File: src/rtl/rx_descrambler_lock.sv
// 64b/66b receive block-lock FSM with self-synchronizing x^58 + x^39 + 1 descrambler.
// Requests single-bit gearbox slips on bad header alignment; all outputs registered.
module rx_descrambler_lock #(
    parameter int RX_DATA_WIDTH  = 64,
    parameter int SH_CNT_MAX     = 64,
    parameter int SH_INVALID_MAX = 16,
    parameter int SLIP_WAIT      = 32
) (
    input  logic                       clk,
    input  logic                       rst_n,
    input  logic [RX_DATA_WIDTH+1:0]   data_in,
    input  logic                       data_valid,
    output logic [RX_DATA_WIDTH-1:0]   data_out,
    output logic [1:0]                 sync_out,
    output logic                       valid_out,
    output logic                       slip,
    output logic                       locked,
    output logic                       header_err
);

    localparam int SCW = $clog2(SH_CNT_MAX + 1);
    localparam int IW  = $clog2(SH_INVALID_MAX + 1);
    localparam int WW  = $clog2(SLIP_WAIT + 1);

    localparam logic [SCW-1:0] SH_MAX_C  = SCW'(SH_CNT_MAX);
    localparam logic [IW-1:0]  INV_MAX_C = IW'(SH_INVALID_MAX);
    localparam logic [WW-1:0]  WAIT_C    = WW'(SLIP_WAIT);

    typedef enum logic [1:0] {
        HUNT      = 2'd0,
        SLIP_HOLD = 2'd1,
        LOCKED    = 2'd2
    } state_t;

    state_t             state_reg, state_next;
    logic [SCW-1:0]     sh_cnt_reg, sh_cnt_next, sh_inc;
    logic [IW-1:0]      inv_cnt_reg, inv_cnt_next, inv_inc;
    logic [WW-1:0]      wait_cnt_reg, wait_cnt_next, wait_inc;
    logic               slip_next;
    logic [57:0]        scr_reg;
    logic [1:0]         hdr;
    logic               hdr_bad;

    logic [RX_DATA_WIDTH-1:0] desc;
    logic [57:0]              s_chain [RX_DATA_WIDTH+1];

    assign hdr     = data_in[RX_DATA_WIDTH+1:RX_DATA_WIDTH];
    assign hdr_bad = (hdr[1] == hdr[0]);

    assign sh_inc   = sh_cnt_reg + SCW'(1);
    assign inv_inc  = inv_cnt_reg + IW'(hdr_bad);
    assign wait_inc = wait_cnt_reg + WW'(1);

    // Bit-serial descrambler unrolled MSB-first; the received bit feeds the state.
    assign s_chain[0] = scr_reg;

    genvar gi;
    generate
        for (gi = 0; gi < RX_DATA_WIDTH; gi++) begin : g_bit
            assign desc[RX_DATA_WIDTH-1-gi] = data_in[RX_DATA_WIDTH-1-gi]
                                              ^ s_chain[gi][38] ^ s_chain[gi][57];
            assign s_chain[gi+1] = {s_chain[gi][56:0], data_in[RX_DATA_WIDTH-1-gi]};
        end
    endgenerate

    always_comb begin
        state_next    = state_reg;
        sh_cnt_next   = sh_cnt_reg;
        inv_cnt_next  = inv_cnt_reg;
        wait_cnt_next = wait_cnt_reg;
        slip_next     = 1'b0;
        if (data_valid) begin
            case (state_reg)
                HUNT: begin
                    if (hdr_bad) begin
                        slip_next   = 1'b1;
                        sh_cnt_next = '0;
                        state_next  = SLIP_HOLD;
                    end else if (sh_inc == SH_MAX_C) begin
                        state_next   = LOCKED;
                        sh_cnt_next  = '0;
                        inv_cnt_next = '0;
                    end else begin
                        sh_cnt_next = sh_inc;
                    end
                end
                SLIP_HOLD: begin
                    if (wait_inc == WAIT_C) begin
                        wait_cnt_next = '0;
                        state_next    = HUNT;
                    end else begin
                        wait_cnt_next = wait_inc;
                    end
                end
                LOCKED: begin
                    // Loss of lock takes priority over a window rollover on the same block.
                    if (inv_inc == INV_MAX_C) begin
                        state_next    = SLIP_HOLD;
                        slip_next     = 1'b1;
                        sh_cnt_next   = '0;
                        inv_cnt_next  = '0;
                        wait_cnt_next = '0;
                    end else if (sh_inc == SH_MAX_C) begin
                        sh_cnt_next  = '0;
                        inv_cnt_next = '0;
                    end else begin
                        sh_cnt_next  = sh_inc;
                        inv_cnt_next = inv_inc;
                    end
                end
                default: begin
                    state_next    = HUNT;
                    sh_cnt_next   = '0;
                    inv_cnt_next  = '0;
                    wait_cnt_next = '0;
                end
            endcase
        end
    end

    always_ff @(posedge clk or negedge rst_n) begin
        if (!rst_n) begin
            state_reg    <= HUNT;
            sh_cnt_reg   <= '0;
            inv_cnt_reg  <= '0;
            wait_cnt_reg <= '0;
            scr_reg      <= '1;
            data_out     <= '0;
            sync_out     <= '0;
            valid_out    <= 1'b0;
            slip         <= 1'b0;
            locked       <= 1'b0;
            header_err   <= 1'b0;
        end else begin
            state_reg    <= state_next;
            sh_cnt_reg   <= sh_cnt_next;
            inv_cnt_reg  <= inv_cnt_next;
            wait_cnt_reg <= wait_cnt_next;
            valid_out    <= data_valid && (state_reg == LOCKED);
            slip         <= slip_next;
            locked       <= (state_next == LOCKED);
            header_err   <= data_valid && hdr_bad;
            if (data_valid) begin
                scr_reg  <= s_chain[RX_DATA_WIDTH];
                data_out <= desc;
                sync_out <= hdr;
            end
        end
    end

endmodule

File: config.mk
export PLATFORM = sky130hd
export DESIGN_NAME = rx_descrambler_lock
export DESIGN_NICKNAME = d
export VERILOG_FILES = /design/src/rtl/rx_descrambler_lock.sv
export SDC_FILE = /design/constraint.sdc
export NUM_CORES = 1
export LEC_CHECK = 0
export CAP_MARGIN = 25
export CORE_ASPECT_RATIO = 0.6
export CORE_MARGIN = 2
export CORE_UTILIZATION = 34
export DETAILED_ROUTE_END_ITERATION = 8
export GPL_TIMING_DRIVEN = 0
export SLEW_MARGIN = 20
export SYNTH_ARGS = -nofsm -noshare
export SYNTH_HDL_FRONTEND = slang
export SYNTH_SLANG_ARGS = --single-unit
File: constraint.sdc
create_clock -name clk -period 5.95 [get_ports clk]
set_input_delay 1.19 -clock clk [delete_from_list [all_inputs] [get_ports clk]]
set_output_delay 1.19 -clock clk [all_outputs]
set_load 0.02 [all_outputs]
==> results.cfg <==
[drt]
wl_per_cell_um = 19.6
dr.pass1.iters = 4
via_count = 4844
antenna_left = 0
dr_wl_met2_mm = 8.39
wl_met3_mm = 1.52
routed_via_density = 4.87
drt_wl_total_mm = 19.5
routed.top_layer = met4
drcViolationCount = 0
drtIter0Drc = 372
wl_met1_mm = 9.49

[timing]
finalCritPeriodShare_pct = 64.0
whs_ps = 505
setup_viol = 0
max_slew.worst_pin.slew_ps = 1070
rsz0062_at_grt = no
max_freq_mhz = 262
slew-limit-headroom_pct = 28.5
skew_ps = 10.7
period_minus_slack_ps = 3810
hold_viol = 0
maxSlewViolCount = 0

[setup_path]
worst-endpoint-arrival_ps = 4140
path_class = input pin to flop
reg2reg_depth = 7
setup.worst_path.end_class = flop
path_max_fanout = 5
crit_required_ps = 6280
critPathLaunchType = input pin

[logic_synthesis]
yosysTopAreaCellShare_pct = 31.1
ys_ff_latch = 148
yosysTopAreaCell = dfrtp_1
yosys-top-cells-count = xnor2_1, mux2_2, dfrtp_1, dfstp_2, nand2_1
synth_fp_nets = 617
yosysMostFrequentCell = xnor2_1
synth_cells = 544
synth-edff-count = 0
yosysWarnings = 0
async_flop_share_pct = 100
yosysUniqueCellTypes = 54
synth_area_leaders = dfrtp_1, dfstp_2, mux2_2, xnor2_1, nand2_1
syn_area_mm2 = 0.00724
ys_seq_area_share_pct = 52.2
ys.flop_type = dfrtp_1
postSynthAreaPerCell_um2 = 13.3

[floorplanning]
ios = 139
core_area_mm2 = 0.0209
die_y_um = 117
rows = 41
initial_core_util_pct = 34.6
dieArea_mm2 = 0.0225
die_w_um = 192

[clocking]
cts_tree = yes
ctsHoldBuffers = 0
clock-sinks = 148
clockRootBuffer = clkbuf_16
ctsResizeCount = 0
cts_buffers = 17
clock_latency_ps = 420
postCtsSetupRepairBufs = 0
clockBufferDepth = 2
clk_pin_slew_ps = 60
ctsHtreeMaxLevel = 4

[worst_hold_path]
min_path_cells = 1
hold_class = flop to flop

[pwr]
power_density_mw_per_mm2 = 362
peakVddDrop_v = 0.000223
p_leak_nw = 3.59
finalPower_mw = 3.45

[placed_design]
gp_congestion = 0.840
io_buffers = 137
dp_hpwl_mm = 14.0

[global_routing]
grt_max_degree = 78
grtUsageTotal_pct = 18.3
grt_pass1_vias = 5077
grt_pass1_wl_mm = 30.0
antenna_found_initial = 1
overflow = 0

[finish]
largest_reg_flops = 64
final_net_count = 774
area_delta_synth_final_pct = 31.9
drive_above_1_share_pct = 32.9

[status]
status = completed

[job]
drv_cap = 0
==> routing by layer <==
metal | global-route usage [%] | up-vias
met4 | 3.92 | 0
met1 | 25.9 | 2456
met3 | 5.81 | 13
met5 | 0 | -
li1 | - | 2224
met2 | 27.5 | 151
==> per-stage QoR <==
stage          setup TNS (ps)  utilization [%]  cells  worst slack, ps  area (um^2)
3_3_place_gp          -234780             42.8    960            -2340         8960
3_5_place_dp                0             43.0    961             1830         8990
2_1_floorplan               0                -    544             2770         7240
5_1_grt                     0             45.6    993             1960         9540
4_1_cts                     0             45.6    993             2250         9540
6_report                    0             45.6    994             2140         9550
==> cells by family (layout without fill, tap and decap cells) <==
group                    count (synthesis)  count (layout)  share of synthesized area, %
buffers and inverters                   26             196                          1.52
XOR/XNOR                               132             132                          16.0
adder cells (fa/ha/maj)                  4               4                         0.692
flip-flops                             148             148                          52.2
multiplexers                           127             127                          19.7
other                                    0               1                             0
AND/OR/NAND/NOR                         69              69                          5.31
AO/OA/AOI/OAI                           38              38                          4.60
==> cell usage in the layout (no fill, tap or decap), drive strengths merged, types with 7 or more instances in the layout <==
cell type and count:
clkdlybuf4s50 136, xnor2 129, mux2 125, dfrtp 90
dfstp 58, clkbuf 24, nand2 18, buf 16
nand3 13, inv 8, nor2 8, nand4 7
o21ai 7, clkinv 7
==> layout make-up <==
| type | count | area, um^2 |
|---|---|---|
| Buffer | 17 | 76.3 |
| Inverter | 9 | 33.8 |
| Clock buffer | 21 | 440 |
| Timing Repair Buffer | 138 | 1400 |
| Multi-Input combinational cell | 370 | 3350 |
| Sequential cell | 148 | 3780 |
| Clock inverter | 11 | 113 |
| Tap cell | 279 | 349 |
| Antenna cell | 1 | 2.50 |
| Fill cell | 1909 | 11400 |
==> worst max-delay path, stage by stage <==
cell	delay, ps
clkdlybuf4s50_1	450
xnor2_1	590
ha_1	350
ha_1	200
nor2_1	80
and3_1	180
a221oi_1	670
a21oi_1	150
a221oi_2	280
==> final timing paths <==
check	startpoint	end	slack (ps)
max	data_in[64]	locked$_DFF_PN0_	2140
min	sync_out[0]$_DFFE_PN0P_	sync_out[0]$_DFFE_PN0P_	500
max reg2reg	inv_cnt_reg[0]$_DFFE_PN0P_	locked$_DFF_PN0_	3510
min reg2reg	sync_out[0]$_DFFE_PN0P_	sync_out[0]$_DFFE_PN0P_	500
max in group asynchronous	rst_n	scr_reg[49]$_DFFE_PN1P_	4420
min in group asynchronous	rst_n	inv_cnt_reg[0]$_DFFE_PN0P_	720
==> report_power, final <==
part	total, mW	leakage [nW]	switching [mW]	internal (mW)
Combinational	1.03	1.65	0.475	0.551
Sequential	1.40	1.68	0.164	1.24
Clock	1.03	0.266	0.416	0.612
Note: power is estimated with default switching activity, not from simulation.
